[config.mk]
export PLATFORM = sky130hd
export DESIGN_NAME = voice_allocator_flat
export DESIGN_NICKNAME = d
export VERILOG_FILES = /design/src/rtl/voice_allocator_if.sv /design/src/rtl/voice_allocator.sv /design/src/flat_wrapper.sv
export SDC_FILE = /design/constraint.sdc
export NUM_CORES = 1
export LEC_CHECK = 0
export ABC_AREA = 0
export CORE_MARGIN = 4
export CORE_UTILIZATION = 59
export DETAILED_ROUTE_END_ITERATION = 7
export PLACE_DENSITY = 0.8
export RECOVER_POWER = 25
export SLEW_MARGIN = 0
export SYNTH_ARGS = -nofsm -noshare
export SYNTH_HDL_FRONTEND = slang
export SYNTH_SLANG_ARGS = --single-unit
[constraint.sdc]
create_clock -name clk -period 4.4 [get_ports clk]
set_clock_uncertainty 0.05 [all_clocks]
set_input_delay 0.44 -clock clk [delete_from_list [all_inputs] [get_ports clk]]
set_output_delay 0.44 -clock clk [all_outputs]
set_load 0.05 [all_outputs]
[src/rtl/voice_allocator_if.sv]
// Key inputs and voice control outputs of the polyphony scheduler.
// master drives keys; slave is the allocator side.
interface voice_allocator_if #(
   parameter int NUM_KEYS   = 13,
   parameter int NUM_VOICES = 4,
   parameter int NW         = $clog2(NUM_KEYS)
);
   logic [NUM_KEYS-1:0]      keys;
   logic [NUM_VOICES-1:0]    voice_en;
   logic [NUM_VOICES-1:0]    voice_gate;
   logic [NUM_VOICES*NW-1:0] voice_note;
   logic                     steal_pulse;
   logic                     pending_any;

   modport master (
      output keys,
      input  voice_en, voice_gate, voice_note, steal_pulse, pending_any
   );

   modport slave (
      input  keys,
      output voice_en, voice_gate, voice_note, steal_pulse, pending_any
   );
endinterface

[src/rtl/voice_allocator.sv]
// Polyphony scheduler: queues key presses, grants one voice per cycle (lowest key first),
// latency press->gate is 2 edges; when every voice is ACTIVE it steals one round-robin.
module voice_allocator #(
   parameter int NUM_KEYS       = 13,
   parameter int NUM_VOICES     = 4,
   parameter int RELEASE_CYCLES = 1024,
   parameter int NW             = $clog2(NUM_KEYS)
) (
   input  logic             clk,
   input  logic             rst,
   voice_allocator_if.slave io
);
   localparam int VW  = (NUM_VOICES > 1) ? $clog2(NUM_VOICES) : 1;
   localparam int CW  = (RELEASE_CYCLES > 1) ? $clog2(RELEASE_CYCLES) : 1;
   localparam int NK2 = 1 << NW;

   typedef enum logic [1:0] {V_IDLE, V_ACTIVE, V_RELEASE} vstate_e;

   logic [NUM_KEYS-1:0] key_q, pending_q, pending_d;
   logic [NUM_KEYS-1:0] press, rel, grant_oh;
   logic [NK2-1:0]      rel_ext;
   logic [VW-1:0]       steal_ptr_q, steal_ptr_d;
   logic                steal_pulse_q, steal_pulse_d;

   vstate_e             state_q [NUM_VOICES];
   vstate_e             state_d [NUM_VOICES];
   logic [NW-1:0]       note_q  [NUM_VOICES];
   logic [NW-1:0]       note_d  [NUM_VOICES];
   logic [CW-1:0]       cnt_q   [NUM_VOICES];
   logic [CW-1:0]       cnt_d   [NUM_VOICES];

   logic                grant_vld, key_found;
   logic [NW-1:0]       grant_key;
   logic [VW-1:0]       sel_v, retrig_v, idle_v, relv_v;
   logic                retrig_hit, idle_hit, relv_hit, steal;

   assign press    = io.keys & ~key_q;
   assign rel      = ~io.keys & key_q;
   assign rel_ext  = NK2'(rel);
   assign grant_oh = grant_vld ? (NUM_KEYS'(1) << grant_key) : '0;

   // Lowest pending key wins the single grant slot this cycle.
   always_comb begin
      grant_vld = |pending_q;
      grant_key = '0;
      key_found = 1'b0;
      for (int k = 0; k < NUM_KEYS; k++) begin
         if (pending_q[k] && !key_found) begin
            grant_key = NW'(k);
            key_found = 1'b1;
         end
      end
   end

   always_comb begin
      retrig_hit = 1'b0;
      idle_hit   = 1'b0;
      relv_hit   = 1'b0;
      retrig_v   = '0;
      idle_v     = '0;
      relv_v     = '0;
      for (int v = 0; v < NUM_VOICES; v++) begin
         if (state_q[v] == V_RELEASE && note_q[v] == grant_key && !retrig_hit) begin
            retrig_v   = VW'(v);
            retrig_hit = 1'b1;
         end
         if (state_q[v] == V_IDLE && !idle_hit) begin
            idle_v   = VW'(v);
            idle_hit = 1'b1;
         end
         if (state_q[v] == V_RELEASE && !relv_hit) begin
            relv_v   = VW'(v);
            relv_hit = 1'b1;
         end
      end
      steal = 1'b0;
      if (retrig_hit)    sel_v = retrig_v;
      else if (idle_hit) sel_v = idle_v;
      else if (relv_hit) sel_v = relv_v;
      else begin
         sel_v = steal_ptr_q;
         steal = 1'b1;
      end
   end

   always_comb begin
      pending_d     = (pending_q | press) & ~rel & ~grant_oh;
      steal_pulse_d = grant_vld & steal;
      steal_ptr_d   = steal_ptr_q;
      if (grant_vld && steal) begin
         steal_ptr_d = (steal_ptr_q == VW'(NUM_VOICES - 1)) ? '0 : steal_ptr_q + 1'b1;
      end
      for (int v = 0; v < NUM_VOICES; v++) begin
         state_d[v] = state_q[v];
         note_d[v]  = note_q[v];
         cnt_d[v]   = cnt_q[v];
         case (state_q[v])
            V_ACTIVE: begin
               if (rel_ext[note_q[v]]) begin
                  state_d[v] = V_RELEASE;
                  cnt_d[v]   = CW'(RELEASE_CYCLES - 1);
               end
            end
            V_RELEASE: begin
               if (cnt_q[v] == '0) state_d[v] = V_IDLE;
               else                cnt_d[v]   = cnt_q[v] - 1'b1;
            end
            default: ;
         endcase
         // A grant overrides any release or expiry on the same voice.
         if (grant_vld && sel_v == VW'(v)) begin
            state_d[v] = V_ACTIVE;
            note_d[v]  = grant_key;
            cnt_d[v]   = '0;
         end
      end
   end

   always_ff @(posedge clk or posedge rst) begin
      if (rst) begin
         key_q         <= '0;
         pending_q     <= '0;
         steal_ptr_q   <= '0;
         steal_pulse_q <= 1'b0;
         for (int v = 0; v < NUM_VOICES; v++) begin
            state_q[v] <= V_IDLE;
            note_q[v]  <= '0;
            cnt_q[v]   <= '0;
         end
      end else begin
         key_q         <= io.keys;
         pending_q     <= pending_d;
         steal_ptr_q   <= steal_ptr_d;
         steal_pulse_q <= steal_pulse_d;
         for (int v = 0; v < NUM_VOICES; v++) begin
            state_q[v] <= state_d[v];
            note_q[v]  <= note_d[v];
            cnt_q[v]   <= cnt_d[v];
         end
      end
   end

   always_comb begin
      for (int v = 0; v < NUM_VOICES; v++) begin
         io.voice_en[v]             = (state_q[v] != V_IDLE);
         io.voice_gate[v]           = (state_q[v] == V_ACTIVE);
         io.voice_note[v*NW +: NW]  = note_q[v];
      end
   end

   assign io.steal_pulse = steal_pulse_q;
   assign io.pending_any = |pending_q;
endmodule

[src/flat_wrapper.sv]
// flat-port wrapper written by rule: the top's interface ports become plain ports
module voice_allocator_flat 
#(
   parameter int NUM_KEYS       = 13,
   parameter int NUM_VOICES     = 4,
   parameter int RELEASE_CYCLES = 1024,
   parameter int NW             = $clog2(NUM_KEYS)
)
  (clk, rst, io_keys, io_voice_en, io_voice_gate, io_voice_note, io_steal_pulse, io_pending_any);
  voice_allocator_if #(.NUM_KEYS(NUM_KEYS), .NUM_VOICES(NUM_VOICES), .NW(NW)) io_i ();
  input  logic clk;
  input  logic rst;
  input wire logic [$bits(io_i.keys)-1:0] io_keys;
  output wire logic [$bits(io_i.voice_en)-1:0] io_voice_en;
  output wire logic [$bits(io_i.voice_gate)-1:0] io_voice_gate;
  output wire logic [$bits(io_i.voice_note)-1:0] io_voice_note;
  output wire logic [$bits(io_i.steal_pulse)-1:0] io_steal_pulse;
  output wire logic [$bits(io_i.pending_any)-1:0] io_pending_any;
  assign io_i.keys = io_keys;
  assign io_voice_en = io_i.voice_en;
  assign io_voice_gate = io_i.voice_gate;
  assign io_voice_note = io_i.voice_note;
  assign io_steal_pulse = io_i.steal_pulse;
  assign io_pending_any = io_i.pending_any;
  voice_allocator #(.NUM_KEYS(NUM_KEYS), .NUM_VOICES(NUM_VOICES), .RELEASE_CYCLES(RELEASE_CYCLES), .NW(NW)) u_core (.clk(clk), .rst(rst), .io(io_i));
endmodule
==> out/metrics.cfg, run 1 <==
[outcome]
outcome = finished with violations
violations = capacitance limit, slew limit

[routing]
routedWlPerCell_um = 18.6
vias_per_cell = 6.46
vias = 4499
drt_iter0_markers = 437
wirelength_um = 12900
ant_nets = 0
drc = 0
first_pass_iters = 5

[timing]
slew_headroom_pct = -85.4
min_period_over_period_pct = 87.0
fmax_mhz = 261
slew_viol_final = 65
worst_pin_slew_ps = 2770
setup_violations = 0
tns_ps = 0
finalCriticalPeriod_ps = 3830
finalHoldViolCount = 0
rsz0062_at_grt = no

[global_routing]
busiest_layer = met2
grt_max_degree = 65
gr-total-overflow = 0
antenna_found_initial = 0
track_usage_pct = 26.1
grtUsageMet2_pct = 42.3
grt_pass1_wl_um = 21900
grt_pass1_vias = 4573
use_met3_pct = 4.94
use_met1_pct = 35.3

[setup_path]
endpoint = u_core.io.voice_note[3]$_DFFE_PP0P_
crit_chain = or4_1, nor2_1, xor2_1, a2111oi_2, a21oi_1, a31oi_1, nor2b_1, buf_4, mux2_1
arrival_ps = 4030
r2r-end = u_core.io.voice_note[3]$_DFFE_PP0P_
rrSetupSlack_ps = 570
critPathLaunch = u_core.pending_q[1]$_DFF_PP0_
crit_fanout = 13
critPathTopFamily = simple AND/OR/NAND/NOR gates
path_class = flip-flop to flip-flop
worstSetupEndpointType = flip-flop
required_ps = 4600
regToRegStartpoint = u_core.pending_q[1]$_DFF_PP0_
startpoint_type = flip-flop
slowest_delay_ps = 680
cp_num_buf_inv = 1
rr_worst_depth = 9
crit_slowest_cell = or4_1
cp.depth = 9

[pwr]
p_clk_share_pct = 12.5
internal-power_mw = 2.66
swShare_pct = 47.3
peakVddDrop_v = 0.000547
seqPwrFrac_pct = 33.4
p_switching_mw = 2.38
p_leak_nw = 2.39
pwr-share-comb_pct = 54.1
total_power_mw = 5.04
powerDensity_nw_per_um2 = 832

[logic_synthesis]
syn-num-nets = 566
synthCells = 546
ys_warn_count = 0
avgSynthCellArea_um2 = 9.78
synth_seq_area_share_pct = 43.6
synth-seq-cells = 93
synth_edf_count = 0
synth_ff_type = dfrtp_1
synth_cell_types = 58
postSynth.asyncResetShare_pct = 100
synthesis.area_um2 = 5340

[clocking]
clockBufferDepth = 2
cts_buffers = 9
hold_buffers = 0
cts_tree = yes
clk_latency_ps = 360
cts_setup_buffers = 0
htree_num_levels = 3
cts.sinks = 93
cts-resized-gates = 0
clk_pin_slew_ps = 100
root_buffer = clkbuf_8

[layout]
multi_input_area_um2 = 2850
layout_commonest_cell = dfrtp_1
nNetsFinal = 604
drive_gt1_share_pct = 9.18
syn_to_final_growth_pct = 13.5
antennaDiodeCount = 0
regArea_um2 = 2330
nFillCells = 670
final_cell_mix = dfrtp_1, nor2_1, a21oi_1
final_util_pct = 69.1

[place]
hpwl_um = 9540
portBuffers = 40
place_congestion = 1.02

[floorplan]
fp.dieW_um = 103
core_um2 = 8760
rows = 34
ioPinCount = 41
initial_core_util_pct = 60.9
die_area_um2 = 10600
die_y_um = 103

[run]
maxCapViolations = 1

[hold_path]
min_path_type = flip-flop to flip-flop

## state kept, by name, summed over array words and instances (netlist names)
register	flops
u_core.cnt_q	40
u_core.io.steal_pulse	1
u_core.pending_q	13
u_core.state_q	8
u_core.steal_ptr_q	2
u_core.key_q	13
u_core.io.voice_note	16
## through the flow
step / hold WS (ps) / area, µm² / std cells / setup slack, ps
3_5_place_dp: 375 / 5840 / 681 / 678
2_1_floorplan: 358 / 5340 / 546 / 1230
3_3_place_gp: 371 / 5840 / 681 / 814
5_1_grt: 414 / 6060 / 696 / 390
6_report: 396 / 6060 / 696 / 572
4_1_cts: 397 / 6060 / 696 / 664
## layer usage
layer / wire, µm / up-vias
met5: 0 / -
met4: 316 / 0
met3: 741 / 36
met2: 6340 / 184
met1: 5520 / 2195
li1: - / 2084
## cell usage after synthesis, types with 11 or more instances
cell type	number	area [µm²]
clkbuf_1	12	45.0
nand2_1	34	128
nor3_1	16	80.1
mux2_1	13	146
nand3_1	11	55.1
or3_1	11	68.8
a21oi_1	39	195
xnor2_1	14	123
o21ai_0	23	115
nor2b_1	15	93.8
dfrtp_1	93	2330
nand2b_1	32	200
nor2_1	50	188
o211ai_1	12	90.1
inv_1	18	67.6
## worst reg2reg max path, delay by kind of cell (launching register included)
family / cells / cell delay [ps]
AO/OA/AOI/OAI: 3 / 940
XOR/XNOR: 1 / 170
buffers and inverters: 1 / 260
flip-flops: 1 / 450
multiplexers: 1 / 330
AND/OR/NAND/NOR: 3 / 1540
## cell families after synthesis
group           Yosys count  synth area share [%]
fa+ha+maj                 5                  1.17
mux                      32                  8.77
buf+inv                  39                  2.95
xor+xnor                 22                  3.61
compound gates          144                  18.0
simple gates            211                  21.9
flops                    93                  43.6
## cell type report
| cell class | instances | area share [%] |
|---|---|---|
| timing repair buffer | 48 | 7.60 |
| multi-input combinational | 414 | 47.1 |
| sequential | 93 | 38.4 |
| inverter | 18 | 1.14 |
| tap | 108 | 2.23 |
| clock buffer | 11 | 2.33 |
| clock inverter | 4 | 1.20 |
## power groups by stage
stage / Sequential (mW) / Clock (mW) / Combinational (mW)
after floorplan: 1.72 / 0 / 1.93
after global placement: 1.65 / 0 / 2.60
after detailed placement: 1.68 / 0 / 2.70
after CTS: 1.67 / 0.636 / 2.72
after global routing: 1.74 / 0.675 / 2.99
final: 1.68 / 0.629 / 2.73
## worst min-delay path by stage
| stage | slack (ps) | to | startpoint | cells after the start |
|---|---|---|---|---|
| after detailed placement | 380 | u_core.pending_q[0]$_DFF_PP0_ | u_core.key_q[0]$_DFF_PP0_ | 1 |
| after global routing | 410 | u_core.pending_q[0]$_DFF_PP0_ | u_core.key_q[0]$_DFF_PP0_ | 1 |
| final | 400 | u_core.pending_q[0]$_DFF_PP0_ | u_core.key_q[0]$_DFF_PP0_ | 1 |
| after floorplan | 360 | u_core.pending_q[0]$_DFF_PP0_ | u_core.key_q[0]$_DFF_PP0_ | 1 |
| after CTS | 400 | u_core.pending_q[0]$_DFF_PP0_ | u_core.key_q[0]$_DFF_PP0_ | 1 |
| after global placement | 370 | u_core.pending_q[0]$_DFF_PP0_ | u_core.key_q[0]$_DFF_PP0_ | 1 |
Power figures use the tool's default switching activity.
==> run 2, diff against run 1 <==
--- a/config.mk
+++ b/config.mk
@@ -6,6 +6,7 @@
 export NUM_CORES = 1
 export LEC_CHECK = 0
 export ABC_AREA = 0
+export CORE_ASPECT_RATIO = 1.5
 export CORE_MARGIN = 4
 export CORE_UTILIZATION = 59
 export DETAILED_ROUTE_END_ITERATION = 7
==> out/metrics.cfg, run 2 (synthesis results as in run 1) <==
[outcome]
outcome = finished with violations  ; unchanged
violations = capacitance limit, slew limit  ; unchanged

[setup_path]
arrival_ps = 3850  ; was 4030 ps
crit_chain = or4_1, nor2_1, xor2_1, a2111oi_2, a31oi_1, nor3_4, nor3b_4, buf_4, mux2_1  ; was or4_1, nor2_1, xor2_1, a2111oi_2, a21oi_1, a31oi_1, nor2b_1, buf_4, mux2_1
required_ps = 4580  ; was 4600 ps
endpoint = u_core.io.voice_note[15]$_DFFE_PP0P_  ; was u_core.io.voice_note[3]$_DFFE_PP0P_
startpoint_type = flip-flop  ; unchanged
slowest_delay_ps = 690  ; was 680 ps
cp_num_buf_inv = 1  ; unchanged
r2r-end = u_core.io.voice_note[15]$_DFFE_PP0P_  ; was u_core.io.voice_note[3]$_DFFE_PP0P_
rrSetupSlack_ps = 730  ; was 570 ps
rr_worst_depth = 9  ; unchanged
crit_fanout = 16  ; was 13
cp.depth = 9  ; unchanged
critPathLaunch = u_core.pending_q[3]$_DFF_PP0_  ; was u_core.pending_q[1]$_DFF_PP0_
crit_slowest_cell = or4_1  ; unchanged
path_class = flip-flop to flip-flop  ; unchanged
critPathTopFamily = simple AND/OR/NAND/NOR gates  ; unchanged
regToRegStartpoint = u_core.pending_q[3]$_DFF_PP0_  ; was u_core.pending_q[1]$_DFF_PP0_
worstSetupEndpointType = flip-flop  ; unchanged

[layout]
largest_register_ffs = 40  ; unchanged
syn_to_final_growth_pct = 14.8  ; was 13.5%
regArea_um2 = 2330  ; unchanged
nNetsFinal = 603  ; was 604
final_cell_mix = dfrtp_1, nor2_1, a21oi_1  ; unchanged
stdcell_count = 698  ; was 696
drive_gt1_share_pct = 9.35  ; was 9.18%
multi_input_area_um2 = 2850  ; unchanged
top_register = u_core.cnt_q  ; unchanged
layout_commonest_cell = dfrtp_1  ; unchanged
nFillCells = 696  ; was 670
finish.instance_area_um2 = 6130  ; was 6060 µm²
antennaDiodeCount = 0  ; unchanged
final_util_pct = 69.4  ; was 69.1%

[floorplan]
die_area_um2 = 10700  ; was 10600 µm²
initial_core_util_pct = 60.5  ; was 60.9%
die_y_um = 124  ; was 103 µm
core_um2 = 8830  ; was 8760 µm²
ioPinCount = 41  ; unchanged
fp.dieW_um = 85.7  ; was 103 µm
rows = 42  ; was 34

[clocking]
htree_num_levels = 3  ; unchanged
cts_tree = yes  ; unchanged
cts.sinks = 93  ; unchanged
cts_buffers = 9  ; unchanged
root_buffer = clkbuf_16  ; was clkbuf_8
clockBufferDepth = 2  ; unchanged
hold_buffers = 0  ; unchanged
clk_latency_ps = 340  ; was 360 ps
clk_pin_slew_ps = 70  ; was 100 ps
cts-resized-gates = 0  ; unchanged
cts_setup_buffers = 0  ; unchanged

[place]
hpwl_um = 9400  ; was 9540 µm
place_ws_ps = 774  ; was 678 ps
placed_area_um2 = 5840  ; about the same
dp.cells = 682  ; was 681
place_congestion = 0.942  ; was 1.02
portBuffers = 40  ; unchanged

[global_routing]
antenna_found_initial = 0  ; unchanged
grt_pass1_wl_um = 22200  ; was 21900 µm
track_usage_pct = 26.1  ; about the same
grt_max_degree = 60  ; was 65
gr-total-overflow = 0  ; unchanged
grt_pass1_vias = 4494  ; was 4573

[timing]
tns_ps = 0  ; unchanged
finalHoldViolCount = 0  ; unchanged
worst_pin_slew_ps = 1520  ; was 2770 ps
rsz0062_at_grt = no  ; unchanged
setup_violations = 0  ; unchanged
finalCriticalPeriod_ps = 3670  ; was 3830 ps
slew_headroom_pct = -1.90  ; was -85.4%
slew_viol_final = 36  ; was 65
min_period_over_period_pct = 83.4  ; was 87.0%
setup_ws_ps = 728  ; was 572 ps
fmax_mhz = 272  ; was 261 MHz

[routing]
wirelength_um = 13200  ; was 12900 µm
drc = 0  ; unchanged
vias_per_cell = 6.48  ; was 6.46
first_pass_iters = 5  ; unchanged
drt_iter0_markers = 285  ; was 437
ant_nets = 0  ; unchanged
routedWlPerCell_um = 19.0  ; was 18.6 µm
vias = 4520  ; was 4499

[pwr]
seqPwrFrac_pct = 32.6  ; was 33.4%
powerDensity_nw_per_um2 = 842  ; was 832 nW/µm²
internal-power_mw = 2.74  ; was 2.66 mW
p_clk_share_pct = 14.6  ; was 12.5%
p_leak_nw = 2.42  ; was 2.39 nW
p_switching_mw = 2.41  ; was 2.38 mW
peakVddDrop_v = 0.000442  ; was 0.000547 V
swShare_pct = 46.8  ; was 47.3%
pwr-share-comb_pct = 52.9  ; was 54.1%

[hold_path]
min_path_type = flip-flop to flip-flop  ; unchanged

[run]
maxCapViolations = 1  ; unchanged

[run 2: cell count changes in the layout (fill, tap and decap cells not counted), sizes merged]
| cell | change |
|---|---|
| inv | +1 |
| clkinv | +1 |
| buf | -1 |
| clkinvlp | +1 |
| bufinv | -2 |
[run 2: cell type report]
type | count | area share, %
multi-input combinational | 414 | 46.6
sequential | 93 | 38.0
timing repair buffer | 47 | 7.39
clock buffer | 11 | 4.13
tap | 110 | 2.25
inverter | 18 | 1.12
clock inverter | 5 | 0.551
[run 2: per-layer routing]
metal  share of wire [%]  GRT usage (%)
met1                  40           33.2
met2                  52           43.0
met3                 4.7           4.10
met4                 3.4           12.5
met5                   0              0
[run 2: worst min-delay path by stage]
stage | from | to | slack, ps | cells past startpoint
after floorplan | u_core.key_q[0]$_DFF_PP0_ | u_core.pending_q[0]$_DFF_PP0_ | 360 | 1
after global placement | u_core.key_q[0]$_DFF_PP0_ | u_core.pending_q[0]$_DFF_PP0_ | 370 | 1
after detailed placement | u_core.key_q[0]$_DFF_PP0_ | u_core.pending_q[0]$_DFF_PP0_ | 370 | 1
after CTS | u_core.key_q[0]$_DFF_PP0_ | u_core.pending_q[0]$_DFF_PP0_ | 380 | 1
after global routing | u_core.key_q[0]$_DFF_PP0_ | u_core.pending_q[0]$_DFF_PP0_ | 400 | 1
final | u_core.key_q[0]$_DFF_PP0_ | u_core.pending_q[0]$_DFF_PP0_ | 380 | 1
[run 2: power by group through the flow]
stage / Combinational [mW] / Sequential [mW] / Clock, mW
after floorplan: 1.93 / 1.72 / 0
after global placement: 2.60 / 1.65 / 0
after detailed placement: 2.69 / 1.68 / 0
after CTS: 2.72 / 1.67 / 0.759
after global routing: 2.97 / 1.74 / 0.792
final: 2.72 / 1.68 / 0.751
[run 2: through the flow]
stage          power, mW  hold slack (ps)
2_1_floorplan       3.65              358
3_3_place_gp        4.25              373
3_5_place_dp        4.37              373
4_1_cts             5.14              382
5_1_grt             5.50              396
6_report            5.15              381
==> run 3, diff against run 2 <==
--- a/config.mk
+++ b/config.mk
@@ -8,9 +8,9 @@
 export ABC_AREA = 0
 export CORE_ASPECT_RATIO = 1.5
 export CORE_MARGIN = 4
-export CORE_UTILIZATION = 59
+export CORE_UTILIZATION = 53
 export DETAILED_ROUTE_END_ITERATION = 7
-export PLACE_DENSITY = 0.8
+export PLACE_DENSITY = 0.76
 export RECOVER_POWER = 25
 export SLEW_MARGIN = 0
 export SYNTH_ARGS = -nofsm -noshare
==> constraint.sdc (replaced) <==
create_clock -name clk -period 3.2 [get_ports clk]
set_clock_uncertainty 0.05 [all_clocks]
set_input_delay 0.32 -clock clk [delete_from_list [all_inputs] [get_ports clk]]
set_output_delay 0.32 -clock clk [all_outputs]
set_load 0.05 [all_outputs]
==> out/metrics.cfg, run 3 (synthesis results as in run 1) <==
[clocking]
cts_tree = yes  ; unchanged
cts_buffers = 9  ; unchanged
htree_num_levels = 3  ; unchanged
clk_pin_slew_ps = 70  ; about the same
clk_latency_ps = 340  ; about the same
root_buffer = clkbuf_16  ; unchanged
clockBufferDepth = 2  ; unchanged
cts.sinks = 93  ; unchanged
hold_buffers = 0  ; unchanged

[routing]
vias = 4627  ; was 4520
routedWlPerCell_um = 18.4  ; was 19.0 µm
ant_nets = 0  ; unchanged
drt_iter0_markers = 204  ; was 285
vias_per_cell = 6.24  ; was 6.48
drc = 0  ; unchanged
wirelength_um = 13700  ; was 13200 µm
first_pass_iters = 5  ; unchanged

[timing]
finalCriticalPeriod_ps = 3180  ; was 3670 ps
worst_pin_slew_ps = 759  ; was 1520 ps
fin_hold_ws_ps = 364  ; was 381 ps
finalHoldViolCount = 0  ; unchanged
setup_violations = 0  ; unchanged
slew_headroom_pct = 49.4  ; was -1.90%
tns_ps = 0  ; unchanged
slew_viol_final = 0  ; was 36
fmax_mhz = 315  ; was 272 MHz
min_period_over_period_pct = 99.3  ; was 83.4%
rsz0062_at_grt = yes  ; was no

[global_routing]
use_met1_pct = 27.8  ; was 33.2%
gr-total-overflow = 0  ; unchanged
grt_pass1_vias = 4623  ; was 4494
track_usage_pct = 23.7  ; was 26.1%
use_met3_pct = 3.44  ; was 4.10%
grtUsageMet2_pct = 43.1  ; was 43.0%
grt_max_degree = 51  ; was 60
grt_pass1_wl_um = 22500  ; was 22200 µm
busiest_layer = met2  ; unchanged
antenna_found_initial = 0  ; unchanged

[setup_path]
critPathLaunch = u_core.pending_q[9]$_DFF_PP0_  ; was u_core.pending_q[3]$_DFF_PP0_
startpoint_type = flip-flop  ; unchanged
regToRegStartpoint = u_core.pending_q[9]$_DFF_PP0_  ; was u_core.pending_q[3]$_DFF_PP0_
rr_worst_depth = 11  ; was 9
rrSetupSlack_ps = 20  ; was 730 ps
worstSetupEndpointType = flip-flop  ; unchanged
required_ps = 3380  ; was 4580 ps
crit_fanout = 5  ; was 16
path_class = flip-flop to flip-flop  ; unchanged
arrival_ps = 3350  ; was 3850 ps
r2r-end = u_core.io.voice_note[15]$_DFFE_PP0P_  ; unchanged
endpoint = u_core.io.voice_note[15]$_DFFE_PP0P_  ; unchanged

[pwr]
peakVddDrop_v = 0.000534  ; was 0.000442 V
powerDensity_nw_per_um2 = 1170  ; was 842 nW/µm²
p_leak_nw = 2.65  ; was 2.42 nW

[place]
place_congestion = 0.964  ; was 0.942
dp.cells = 723  ; was 682
portBuffers = 40  ; unchanged
hpwl_um = 9970  ; was 9400 µm

[hold_path]
min_path_type = primary input to asynchronous set/reset pin  ; was flip-flop to flip-flop

[run]
maxCapViolations = 0  ; was 1

[floorplan]
ioPinCount = 41  ; unchanged
initial_core_util_pct = 54.8  ; was 60.5%
die_area_um2 = 11800  ; was 10700 µm²
die_y_um = 131  ; was 124 µm
fp.dieW_um = 89.9  ; was 85.7 µm
rows = 44  ; was 42
core_um2 = 9740  ; was 8830 µm²

[layout]
nNetsFinal = 642  ; was 603
syn_to_final_growth_pct = 23.2  ; was 14.8%
largest_register_ffs = 40  ; unchanged
final_cell_mix = dfrtp_1, nor2_1, buf_4  ; was dfrtp_1, nor2_1, a21oi_1
antennaDiodeCount = 0  ; unchanged
stdcell_count = 742  ; was 698
layout_commonest_cell = dfrtp_1  ; unchanged
drive_gt1_share_pct = 17.2  ; was 9.35%
top_register = u_core.cnt_q  ; unchanged

[outcome]
outcome = finished clean  ; was finished with violations

-- run 3: changes by cell type in the layout (fill, tap and decap cells not counted), sizes merged --
cell / previous run / this run
clkbuf: 11 / 9
bufinv: 0 / 2
dlygate4sd3: 14 / 13
clkdlybuf4s50: 26 / 27
buf: 7 / 46
-- run 3: metal layers --
metal  vias up  wire [µm]
met5         -          0
met4         0        484
met3        38        556
met2       129       7100
met1      2297       5540
li1       2163          -
-- run 3: final cells by class --
| type | count | area (µm²) |
|---|---|---|
| Clock buffer | 9 | 225 |
| Clock inverter | 7 | 98.8 |
| Fill cell | 756 | 3170 |
| Inverter | 18 | 68.8 |
| Multi-Input combinational cell | 414 | 2950 |
| Sequential cell | 93 | 2330 |
| Tap cell | 115 | 144 |
| Timing Repair Buffer | 86 | 762 |
-- run 3: metrics by stage --
step                      util [%]  cell area, µm²  power [mW]  setup slack [ps]
after global placement        62.9            6130        6.12              51.9
after floorplan                  -            5340        5.01              25.2
after detailed placement      62.9            6130        6.28             -3.51
final                         67.5            6570        7.68              22.4
after CTS                     66.3            6460        7.47              13.4
after global routing          67.5            6570        8.19             -71.4
-- run 3: worst min path at each step --
stage | slack, ps | from | to | depth (start not counted)
2_1_floorplan | 300 | io_keys[0] | u_core.key_q[0]$_DFF_PP0_ | 0
3_3_place_gp | 370 | u_core.key_q[0]$_DFF_PP0_ | u_core.pending_q[0]$_DFF_PP0_ | 1
3_5_place_dp | 370 | u_core.key_q[0]$_DFF_PP0_ | u_core.pending_q[0]$_DFF_PP0_ | 1
4_1_cts | 380 | rst | u_core.cnt_q[20]$_DFFE_PP0P_ | 2
5_1_grt | 400 | u_core.key_q[0]$_DFF_PP0_ | u_core.pending_q[0]$_DFF_PP0_ | 1
6_report | 360 | rst | u_core.cnt_q[27]$_DFFE_PP0P_ | 2
-- run 3: power by group --
| group | internal (mW) | switching [mW] |
|---|---|---|
| Combinational | 1.90 | 2.34 |
| Sequential | 1.65 | 0.627 |
| Clock | 0.689 | 0.471 |
-- run 3: repair_timing --
action | 4_1_cts | 5_1_grt
setup endpoints to repair | 2 | 59
resized for setup | 1 | 18
setup buffers | 0 | 3
pin swaps | 0 | 8
-- run 3: critical path, stage by stage (launching register included) --
cell,delay [ps]
dfrtp_1,390
or4_4,560
o211ai_4,270
xor2_1,160
nand2_1,100
a2111oi_4,270
buf_4,190
a31oi_4,40
nor3_4,270
nor3b_4,270
buf_4,180
mux2_4,290
